**src/rtl/pc_ir_if.sv**
```systemverilog
// Fetch-stage bus between the control unit / memories and pc_ir_unit.
interface pc_ir_if;
    // Control and data inputs to the fetch stage
    logic        PCWre;
    logic [1:0]  PCSrc;
    logic        IRWre;
    logic [31:0] ins_in;
    logic [31:0] imm_ext;
    logic [31:0] rs_data;

    // Fetch-stage state and decoded fields
    logic [31:0] pc;
    logic [31:0] pc_plus4;
    logic [31:0] link_addr;
    logic [31:0] ir;
    logic [5:0]  opcode;
    logic [4:0]  rs;
    logic [4:0]  rt;
    logic [4:0]  rd;
    logic [4:0]  sa;
    logic [15:0] imm16;
    logic [31:0] fetch_cnt;
    logic        halted;
    logic        align_err;

    // Control unit / memory side
    modport master (
        output PCWre, PCSrc, IRWre, ins_in, imm_ext, rs_data,
        input  pc, pc_plus4, link_addr, ir, opcode, rs, rt, rd, sa, imm16,
               fetch_cnt, halted, align_err
    );

    // Fetch unit side
    modport slave (
        input  PCWre, PCSrc, IRWre, ins_in, imm_ext, rs_data,
        output pc, pc_plus4, link_addr, ir, opcode, rs, rt, rd, sa, imm16,
               fetch_cnt, halted, align_err
    );
endinterface

```
**src/rtl/pc_ir_unit.sv**
```systemverilog
// Fetch-side datapath: program counter, next-PC mux, instruction register,
// field decode, jal link address, fetch counter, halt and alignment flags.
module pc_ir_unit #(
    parameter logic [31:0] RESET_PC = 32'h0000_0000,
    parameter logic [5:0]  HALT_OP  = 6'b111111
) (
    input  logic   clk,
    input  logic   rst,
    pc_ir_if.slave bus
);

    localparam int unsigned W = 32;

    localparam logic [1:0] SRC_SEQ    = 2'b00;
    localparam logic [1:0] SRC_BRANCH = 2'b01;
    localparam logic [1:0] SRC_JR     = 2'b10;
    localparam logic [1:0] SRC_JUMP   = 2'b11;

    logic [W-1:0] pc_q;
    logic [W-1:0] ir_q;
    logic [W-1:0] link_q;
    logic [W-1:0] cnt_q;
    logic         halted_q;
    logic         align_q;

    logic [W-1:0] pc_plus4;
    logic [W-1:0] npc;
    logic         pc_we;
    logic         ir_we;
    logic         halt_seen;

    assign pc_plus4  = pc_q + W'(4);
    assign pc_we     = bus.PCWre && !halted_q;
    assign ir_we     = bus.IRWre && !halted_q;
    assign halt_seen = (ir_q[31:26] == HALT_OP);

    // Next-PC select; all arithmetic wraps modulo 2^32
    always_comb begin
        npc = pc_plus4;
        case (bus.PCSrc)
            SRC_SEQ:    npc = pc_plus4;
            SRC_BRANCH: npc = pc_plus4 + W'(bus.imm_ext << 2);
            SRC_JR:     npc = bus.rs_data;
            SRC_JUMP:   npc = {pc_plus4[31:28], ir_q[25:0], 2'b00};
            default:    npc = pc_plus4;
        endcase
    end

    // PC register and sticky misalignment flag
    always_ff @(posedge clk or negedge rst) begin
        if (!rst) begin
            pc_q    <= RESET_PC;
            align_q <= 1'b0;
        end else if (pc_we) begin
            pc_q <= {npc[31:2], 2'b00};
            if (npc[1:0] != 2'b00) begin
                align_q <= 1'b1;
            end
        end
    end

    // Instruction register, jal link address (old pc + 4) and fetch counter
    always_ff @(posedge clk or negedge rst) begin
        if (!rst) begin
            ir_q   <= '0;
            link_q <= RESET_PC + W'(4);
            cnt_q  <= '0;
        end else if (ir_we) begin
            ir_q   <= bus.ins_in;
            link_q <= pc_plus4;
            cnt_q  <= cnt_q + W'(1);
        end
    end

    // Halt latch: set the edge after the halt opcode sits in IR, cleared only by reset
    always_ff @(posedge clk or negedge rst) begin
        if (!rst) begin
            halted_q <= 1'b0;
        end else if (halt_seen) begin
            halted_q <= 1'b1;
        end
    end

    assign bus.pc        = pc_q;
    assign bus.pc_plus4  = pc_plus4;
    assign bus.link_addr = link_q;
    assign bus.ir        = ir_q;
    assign bus.opcode    = ir_q[31:26];
    assign bus.rs        = ir_q[25:21];
    assign bus.rt        = ir_q[20:16];
    assign bus.rd        = ir_q[15:11];
    assign bus.sa        = ir_q[10:6];
    assign bus.imm16     = ir_q[15:0];
    assign bus.fetch_cnt = cnt_q;
    assign bus.halted    = halted_q;
    assign bus.align_err = align_q;

endmodule

```
**src/flat_wrapper.sv**
```systemverilog
// flat-port wrapper written by rule: the top's interface ports become plain ports
module pc_ir_unit_flat 
#(
    parameter logic [31:0] RESET_PC = 32'h0000_0000,
    parameter logic [5:0]  HALT_OP  = 6'b111111
)
  (clk, rst, bus_PCWre, bus_PCSrc, bus_IRWre, bus_ins_in, bus_imm_ext, bus_rs_data, bus_pc, bus_pc_plus4, bus_link_addr, bus_ir, bus_opcode, bus_rs, bus_rt, bus_rd, bus_sa, bus_imm16, bus_fetch_cnt, bus_halted, bus_align_err);
  pc_ir_if bus_i ();
  input  logic clk;
  input  logic rst;
  input wire logic [$bits(bus_i.PCWre)-1:0] bus_PCWre;
  input wire logic [$bits(bus_i.PCSrc)-1:0] bus_PCSrc;
  input wire logic [$bits(bus_i.IRWre)-1:0] bus_IRWre;
  input wire logic [$bits(bus_i.ins_in)-1:0] bus_ins_in;
  input wire logic [$bits(bus_i.imm_ext)-1:0] bus_imm_ext;
  input wire logic [$bits(bus_i.rs_data)-1:0] bus_rs_data;
  output wire logic [$bits(bus_i.pc)-1:0] bus_pc;
  output wire logic [$bits(bus_i.pc_plus4)-1:0] bus_pc_plus4;
  output wire logic [$bits(bus_i.link_addr)-1:0] bus_link_addr;
  output wire logic [$bits(bus_i.ir)-1:0] bus_ir;
  output wire logic [$bits(bus_i.opcode)-1:0] bus_opcode;
  output wire logic [$bits(bus_i.rs)-1:0] bus_rs;
  output wire logic [$bits(bus_i.rt)-1:0] bus_rt;
  output wire logic [$bits(bus_i.rd)-1:0] bus_rd;
  output wire logic [$bits(bus_i.sa)-1:0] bus_sa;
  output wire logic [$bits(bus_i.imm16)-1:0] bus_imm16;
  output wire logic [$bits(bus_i.fetch_cnt)-1:0] bus_fetch_cnt;
  output wire logic [$bits(bus_i.halted)-1:0] bus_halted;
  output wire logic [$bits(bus_i.align_err)-1:0] bus_align_err;
  assign bus_i.PCWre = bus_PCWre;
  assign bus_i.PCSrc = bus_PCSrc;
  assign bus_i.IRWre = bus_IRWre;
  assign bus_i.ins_in = bus_ins_in;
  assign bus_i.imm_ext = bus_imm_ext;
  assign bus_i.rs_data = bus_rs_data;
  assign bus_pc = bus_i.pc;
  assign bus_pc_plus4 = bus_i.pc_plus4;
  assign bus_link_addr = bus_i.link_addr;
  assign bus_ir = bus_i.ir;
  assign bus_opcode = bus_i.opcode;
  assign bus_rs = bus_i.rs;
  assign bus_rt = bus_i.rt;
  assign bus_rd = bus_i.rd;
  assign bus_sa = bus_i.sa;
  assign bus_imm16 = bus_i.imm16;
  assign bus_fetch_cnt = bus_i.fetch_cnt;
  assign bus_halted = bus_i.halted;
  assign bus_align_err = bus_i.align_err;
  pc_ir_unit #(.RESET_PC(RESET_PC), .HALT_OP(HALT_OP)) u_core (.clk(clk), .rst(rst), .bus(bus_i));
endmodule
```
**config.mk**
```make
export PLATFORM = sky130hd
export DESIGN_NAME = pc_ir_unit_flat
export DESIGN_NICKNAME = d
export VERILOG_FILES = /design/src/rtl/pc_ir_if.sv /design/src/rtl/pc_ir_unit.sv /design/src/flat_wrapper.sv
export SDC_FILE = /design/constraint.sdc
export NUM_CORES = 1
export LEC_CHECK = 0
export ABC_CLOCK_PERIOD_IN_PS = 3600
export CORE_ASPECT_RATIO = 1.2
export CORE_MARGIN = 1.5
export CORE_UTILIZATION = 35
export DETAILED_ROUTE_END_ITERATION = 8
export GPL_TIMING_DRIVEN = 0
export PLACE_DENSITY = 0.68
export SETUP_SLACK_MARGIN = 0.4
export SLEW_MARGIN = 15
export SYNTH_ARGS = -nofsm -noshare
export SYNTH_HDL_FRONTEND = slang
export SYNTH_SLANG_ARGS = --single-unit
```
**constraint.sdc**
```tcl
create_clock -name clk -period 3.6 [get_ports clk]
set_input_delay 0.36 -clock clk [delete_from_list [all_inputs] [get_ports clk]]
set_output_delay 0.36 -clock clk [all_outputs]
set_load 0.05 [all_outputs]
```
; ---- Word level (Yosys, flattened, before mapping)
; Index checks and enable logic that the tools add are counted.
[totals]
ff_bits = 128
in_bits = 102
output_inout_bits = 204
elab_cells = 20
[classes]
add_sub_neg = 3
eq_ne = 4
n_mux = 1
reduce_logical = 6
[op_table]
columns = op, count
row1 = $pmux 32 s4, 1
row2 = $add 32x1->32 const B, 1
row3 = $add 32x3->32 const B, 1
row4 = $add 32x32->32, 1
row5 = $eq 6x6->1 const B, 1
row6 = $eq 2x2->1 const B, 2
row7 = $eq 2x1->1 const B, 1
row8 = $logic_and 1x1->1, 2
row9 = $logic_not 2->1, 1
row10 = $reduce_and 2->1, 1
row11 = $reduce_bool 2->1, 1
row12 = $logic_not 1->1, 1

; ---- Logic depth before layout (Yosys ltp)
[depth]
depth_word = 5
depth_mapped = 18
depth_no_buf = 15

; ---- Least setup slack after synthesis
; OpenSTA, ideal clock, no wires.
[synth_path]
path_kind = flip-flop to flip-flop
startpoint = reg u_core.pc_q[2], in the netlist u_core.bus.pc[2]
endpoint = reg u_core.pc_q[29], in the netlist u_core.bus.pc[29]
setup_time_ns = 0.095
arrival_ns = 4.722
required_time_ns = 3.505
slack_ns = -1.218
stages_incl_launch_ff = 16
n_path_buf = 0
synth_period_minus_slack_ns = 4.818
cell_sequence = dfrtp_1 > ha_1 > and4_1 > nand4_1 > nor2_1 > nand2_1 > xnor2_1 > ha_1 > a21o_1 > a311oi_1 > o31ai_1 > a2111oi_0 > nor2_1 > a41oi_1 > xor2_1 > o31ai_1
[synth_between]
elab_chain_len = 3
[synth_rtl]
columns = element, line_no
row1 = "start, declared", pc_ir_unit.sv:19  ; logic [W-1:0] pc_q;
row2 = "start signal, assigned", pc_ir_unit.sv:55  ; pc_q <= {npc[31:2], 2'b00};
row3 = $add 32x3->32, pc_ir_unit.sv:32  ; assign pc_plus4 = pc_q + W'(4);
row4 = via bus_pc_plus4[18], flat_wrapper.sv:18  ; output wire logic [$bits(bus_i.pc_plus4)-1:0] bus_pc_plus4;
row5 = $add 32x32->32, pc_ir_unit.sv:42  ; SRC_BRANCH: npc = pc_plus4 + W'(bus.imm_ext << 2);
row6 = $pmux 32 s4, pc_ir_unit.sv:40  ; case (bus.PCSrc)
; The timed path passes the listed nets, and every way through them passes these cells.
; A chain may end at the register's enable or synchronous reset.

; ---- Worst setup path after layout
[layout_path]
startpoint = reg u_core.pc_q[2], in the netlist u_core.bus.pc[2]
endpoint = reg u_core.pc_q[31], in the netlist u_core.bus.pc[31]
[layout_between]
elab_chain_len = 3
[layout_rtl]
columns = element, line_no
row1 = $add 32x3->32 (*), pc_ir_unit.sv:32
row2 = $add 32x32->32, pc_ir_unit.sv:42
row3 = $pmux 32 s4 (*), pc_ir_unit.sv:40
; Mark *: on every way between the ends. The rest lies on a longest branch, timed or not.

==> impl_metrics.env <==
export IMPL_cts_root_buf="clkbuf_16"
export IMPL_finalCriticalPeriod_ns=3.72
export IMPL_rows=61
export IMPL_synth_warnings=0
export IMPL_max_stage_delay_ns=0.42
export IMPL_maxCapViolations=0
export IMPL_violations="setup timing"
export IMPL_maxSlewViolCount=0
export IMPL_final_antenna_net_count=0
export IMPL_wl_um=32100
export IMPL_gp_congestion=0.902
export IMPL_setup_viol=4
export IMPL_synthArstFlopShare_pct=100
export IMPL_final_hold_viol_count=0
export IMPL_rsz0062_at_grt="yes"
export IMPL_overflow=0
export IMPL_worstMarginPinSlew_ns=0.858
export IMPL_grt_pass1_vias=8230
export IMPL_vias=8695
export IMPL_layout_common_cells="clkdlybuf4s50_1, nand2_1, buf_4"
export IMPL_required_ns=3.95
export IMPL_floorplan_core_area_mm2=0.0231
export IMPL_io_pins=306
export IMPL_drcViolationCount=0
export IMPL_clock_sinks=126
export IMPL_hp_class="input pin to async pin"
export IMPL_cts_buffer_depth=2
export IMPL_die_y_um=171
export IMPL_synthTopCellsByArea="dfrtp_1, nand2_1, ha_1"
export IMPL_crit_arrival_ns=4.08
export IMPL_final_cells=1684
export IMPL_dp_slack_ns=-0.671
export IMPL_slew_headroom_pct=42.8
export IMPL_cpMaxStageDelayCell="dfrtp_2"
export IMPL_run_status="complete, but fails checks"
export IMPL_dp_cells=1566
export IMPL_critPathLaunchType="flip-flop"
export IMPL_antenna_found_initial=1
export IMPL_hold_ws_ns=0.407
export IMPL_r2r_start="u_core.bus.pc[2]"
export IMPL_fin_nets=1494
export IMPL_cts_htree_levels=4
export IMPL_synth_top_cell_area_share_pct=38.1
export IMPL_max_freq_ghz=0.269
export IMPL_grt_max_degree=84
export IMPL_wire_per_inst_um=19.0
export IMPL_cts_tree="yes"
export IMPL_worstPathCellList="ha_4 -> and4_4 -> nand4_1 -> buf_6 -> nor2_4 -> buf_4 -> nand2_4 -> xnor2_4 -> ha_4 -> a21o_1 -> a31oi_1 -> o31ai_2 -> a221o_1 -> a31oi_4 -> xor2_1 -> or4_1 -> nand3_1"
export IMPL_fin_crit_sh_pct=103
export IMPL_criticalPathCategory="flip-flop to flip-flop"
export IMPL_seq_area_frac_synth_pct=38.4
export IMPL_grt_pass1_wl_um=47200
export IMPL_path_clk_slew_ns=0.06
export IMPL_ys_ff_latch=126
export IMPL_clk_latency_ns=0.42
export IMPL_cellPowerDensity_mw_per_mm2=1010
export IMPL_numCtsBuffers=17
export IMPL_final_common_cell="clkdlybuf4s50_1"
export IMPL_p_leak_uw=0.00618
export IMPL_reg2regPathDepth=17
export IMPL_syn_avg_cell_area_um2=8.65
export IMPL_crit_fanout=6
export IMPL_drt_first_pass_iters=5
export IMPL_portBuffers=296
export IMPL_fin_skew_ns=0.0112
export IMPL_viasPerCell=5.16
export IMPL_die_area_mm2=0.0244
export IMPL_grtUsageTotal_pct=25.7
export IMPL_synth_top_flop_cell="dfrtp_1"
export IMPL_drive_above_1_share_pct=25.4
export IMPL_drt_iter0_markers=457
export IMPL_dp_hpwl_um=23400
export IMPL_synth_area_mm2=0.00821
export IMPL_endpoint_kind="flip-flop"
export IMPL_synthCells=949
export IMPL_initial_core_util_pct=35.5
export IMPL_fin_ws_ns=-0.122
export IMPL_vdd_drop_max_uv=581
export IMPL_r2r_end="u_core.bus.pc[31]"
export IMPL_synth_top_cell_by_area="dfrtp_1"
export IMPL_die_w_um=143
export IMPL_synth_distinct_cells=66
export IMPL_synth_edf_count=0
export IMPL_crit_top_cell="ha_4"
export IMPL_syn2layout_area_growth_pct=70.9
export IMPL_worst_r2r_setup_slack_ns=-0.12
-- where the power goes --
| group | total (uW) | switching [uW] | internal [uW] | leakage [uW] |
|---|---|---|---|---|
| Sequential | 2540 | 616 | 1930 | 0.00155 |
| Clock | 1840 | 714 | 1120 | 0.000303 |
| Combinational | 9720 | 5950 | 3770 | 0.00433 |
-- critical path, delay by kind of cell, from the launching register on --
| kind | cells | cell delay (ns) |
|---|---|---|
| DFF | 1 | 0.42 |
| xor gates and xnor gates | 2 | 0.33 |
| buffers and inverters | 2 | 0.30 |
| adders and majority gates | 2 | 0.39 |
| AOI/OAI and AO/OA | 5 | 1.17 |
| and+or+nand+nor | 6 | 1.02 |
-- repair_timing --
item | in CTS | in global routing
hold endpoints to repair | 43 | 0
setup endpoints to repair | 38 | 32
pin swaps | 53 | 48
buffers inserted | 60 | 24
hold buffers | 1 | 0
resized for setup | 117 | 60
-- metrics by stage --
| step | utilization, % | TNS (ns) | power [uW] | area, um2 |
|---|---|---|---|---|
| final | 60.7 | -0.291 | 14100 | 14000 |
| after floorplan | - | -1.40 | 8300 | 8720 |
| after detailed placement | 52.4 | -2.56 | 11000 | 12100 |
| after global routing | 60.7 | -0.958 | 14700 | 14000 |
| after global placement | 52.2 | -411.03 | 11000 | 12100 |
| after CTS | 59.1 | -0.124 | 13700 | 13700 |
-- flip-flops by register name (all words and copies together), names as in the netlist --
| register | flops |
|---|---|
| u_core.bus.align_err | 1 |
| u_core.bus.halted | 1 |
| u_core.bus.fetch_cnt | 32 |
| u_core.bus.pc | 30 |
| u_core.bus.link_addr | 30 |
| u_core.bus.ir | 32 |
-- synthesized netlist by cell type, types with 3 or more instances --
library cell,number
nor3_1,16
nor4_1,4
o31ai_1,6
mux2i_1,11
clkbuf_1,36
nand4_1,20
a31o_2,3
xnor2_1,47
o21ai_0,41
o221a_2,3
a21o_1,13
a21oi_1,33
buf_1,6
o211ai_1,4
inv_1,16
nand3_1,28
buf_4,48
o21a_1,7
ha_1,36
xor2_1,34
a211oi_1,4
nand2_1,266
a31oi_1,7
and4_1,7
or3_1,3
nor2b_1,5
a22oi_1,4
o31a_1,3
nand2b_1,7
mux4_2,13
or2_2,3
nor2_1,36
o21bai_1,4
dfrtp_1,125
and3_1,12
-- worst max path at each step --
stage | start | end | slack [ns] | depth (start not counted)
final | u_core.bus.pc[2] | u_core.bus.pc[31] | -0.12 | 17
after global routing | u_core.bus.pc[2] | u_core.bus.pc[31] | -0.22 | 17
after CTS | u_core.bus.pc[2] | u_core.bus.pc[31] | -0.09 | 16
after detailed placement | u_core.bus.pc[2] | u_core.bus.pc[31] | -0.67 | 16
after global placement | rst | u_core.bus.pc[18] | -4.10 | 1
after floorplan | u_core.bus.pc[3] | u_core.bus.pc[31] | -0.37 | 16
-- per-layer routing --
metal	global-route usage [%]	up-vias	wire, um
li1	-	4040	-
met1	31.5	4235	12800
met2	45.1	362	16300
met3	4.65	58	2020
met4	9.50	0	945
met5	0	-	0
-- area by class of cell --
| class | count | area, um2 |
|---|---|---|
| antenna | 1 | 2.50 |
| multi-input combinational | 722 | 5480 |
| clock inverter | 14 | 178 |
| timing repair buffer | 382 | 3680 |
| tap | 315 | 394 |
| clock buffer | 18 | 439 |
| fill | 1973 | 9100 |
| buffer | 90 | 603 |
| sequential | 126 | 3190 |
| inverter | 16 | 60.1 |
-- cells by family (layout without fill, tap and decap cells) --
logic type | Yosys count | count (layout) | synth area share (%)
simple gates | 417 | 417 | 22.4
compound gates | 154 | 154 | 12.4
flops | 126 | 126 | 38.4
buf+inv | 106 | 520 | 7.04
xor+xnor | 81 | 81 | 8.64
fa+ha+maj | 37 | 37 | 5.73
mux | 27 | 27 | 5.37
other cells | 1 | 7 | 0.0457
(Power assumes the default switching activity.)
==> variant (same flow settings) <==
Reset style: synchronous (`rst`), changed in 3 clocked blocks.
--- a/src/rtl/pc_ir_unit.sv
+++ b/src/rtl/pc_ir_unit.sv
@@ -47,7 +47,7 @@
     end
 
     // PC register and sticky misalignment flag
-    always_ff @(posedge clk or negedge rst) begin
+    always_ff @(posedge clk) begin
         if (!rst) begin
             pc_q    <= RESET_PC;
             align_q <= 1'b0;
@@ -60,7 +60,7 @@
     end
 
     // Instruction register, jal link address (old pc + 4) and fetch counter
-    always_ff @(posedge clk or negedge rst) begin
+    always_ff @(posedge clk) begin
         if (!rst) begin
             ir_q   <= '0;
             link_q <= RESET_PC + W'(4);
@@ -73,7 +73,7 @@
     end
 
     // Halt latch: set the edge after the halt opcode sits in IR, cleared only by reset
-    always_ff @(posedge clk or negedge rst) begin
+    always_ff @(posedge clk) begin
         if (!rst) begin
             halted_q <= 1'b0;
         end else if (halt_seen) begin
Check against the original RTL: differs if rst is asserted again (counterexample within 4 cycles, from zero or initial values and one cycle with rst low); with rst held inactive, the same outputs for 4 cycles.
==> variant against the unedited design <==
First-iteration DRC count up 14%. Area after synthesis shrank 0.20%. Setup slack better by 140 ps. Maximum frequency rose by 4.1%. Design area decreased by 1.7%. Sequential cell count unchanged. Routed wire length up 1.6%. Global-route usage up 0.39 points. Non-clock buffer count up 15. Largest cell class unchanged. Highest routed layer unchanged.
Power is not compared: it rests on default switching activity, and its combinational part moved more than twofold at a synthesized area within 25%.
==> variant: results (changes against the unedited design) <==
Global routing
  • Total routing resource utilization after global routing: 26.1% (+0.39 points)
  • Via count of the first global-routing pass: 8,487 (+3.1%)
  • Global-route wire length before repair: 48,000 um (+1.6%)

Timing
  • Hold Slack: 469 ps (+62.6 ps)
  • Slew at the pin closest to its max-slew limit: 846 ps (-12.7 ps)
  • Layout Skew: 10.5 ps (-0.720 ps)

Finish
  • Number of nets at the end of the flow: 1,548 (+3.6%)
  • Diodes inserted: 0 (-1)
  • Ratio of cells with drive above 1 in the final layout: 24.7% (-0.68 points)
  • Filler instances: 2,061 (+4.5%)

Synth
  • Area fraction in compound gates after synthesis: 17.1% (+4.7 points)
  • Synth area leaders: sky130_fd_sc_hd__dfxtp_1, sky130_fd_sc_hd__nand2_1, sky130_fd_sc_hd__ha_1
  • Xor/xnor cell area share of the yosys netlist: 8.20% (-0.44 points)
  • Synth async-reset ratio: 0% (-100 points)
  • Sequential-to-total area share from yosys stat: 30.8% (-7.6 points)
  • Number of distinct library cell variants in the gate-level netlist after synthesis: 71 (+7.6%)

Route
  • Routed vias/inst: 5.07 (-1.7%)
  • WL met3: 1800 um (-11%)
  • Met2 WL: 16,800 um (+3.4%)
  • WL final: 32,600 um (+1.6%)
  • Starting DRT DRC Count: 521 (+14%)

Power
  • Total power after layout: between 5000 and 6000 uW

Placement
  • IO Port Bufs: 295 (-0.34%)
  • HPWL after detailed placement: 23,700 um (+1.6%)
  • Final RePlAce weighted congestion: 0.953 (+5.6%)

Setup path
  • Crit Reg-Reg Startpoint: u_core.bus.pc[11]$_SDFFE_PN0P_
  • Destination of the worst register-to-register timing path: u_core.bus.pc[30]$_SDFFE_PN0P_
  • Critical path's slowest cell: sky130_fd_sc_hd__dfxtp_4

Run status
  • Run status: finished, final reports clean

CTS
  • Cells resized by post-CTS repair: 80 (-32%)
variant: cell types whose count changed after synthesis, moves of 10 or more:
cell                       delta
sky130_fd_sc_hd__dfxtp_1    +126
sky130_fd_sc_hd__dfrtp_1    -125
sky130_fd_sc_hd__nand2_1    -123
sky130_fd_sc_hd__nor2_1      +66
sky130_fd_sc_hd__a21boi_0    +38
sky130_fd_sc_hd__nor3b_1     +32
sky130_fd_sc_hd__and2_1      +25
sky130_fd_sc_hd__o21ai_0     -17
sky130_fd_sc_hd__xor2_1      -12
sky130_fd_sc_hd__a21oi_1     +10
sky130_fd_sc_hd__nand4_1     -10
variant: layer usage:
layer	vias up	global-route usage (%)
met3	57	5.32
met5	-	0
met4	0	9.41
li1	4226	-
met1	4199	30.4
met2	333	47.1
variant: critical path, delay by kind of cell (launching register included):
kind / cells / cell delay (ps)
simple gates: 7 / 1220
buf+inv: 7 / 890
flops: 1 / 350
fa+ha+maj: 1 / 300
mux: 1 / 270
compound gates: 2 / 220
xor+xnor: 1 / 200
variant: cell type report:
class,instances,area [um2],share of cell area [%]
clock inverters,15,138,0.998
plain buffers,102,618,4.48
clock buffers,17,425,3.09
multi-input cells,756,5870,42.6
well taps,315,394,2.86
repair buffers,385,3680,26.7
flip-flops and latches,126,2580,18.7
inverters,21,78.8,0.572
variant: per-stage QoR:
stage | setup slack (ps) | util [%] | setup TNS (ps) | instances | instance area (um2)
floorplan | -120 | - | -294 | 1005 | 8670
global placement | -313 | 52.2 | -968 | 1615 | 12000
detailed placement | -330 | 52.2 | -1220 | 1615 | 12000
CTS | 79.3 | 58.3 | 0 | 1714 | 13400
global route | -158 | 59.8 | -560 | 1737 | 13800
finish | 23.1 | 59.8 | 0 | 1737 | 13800
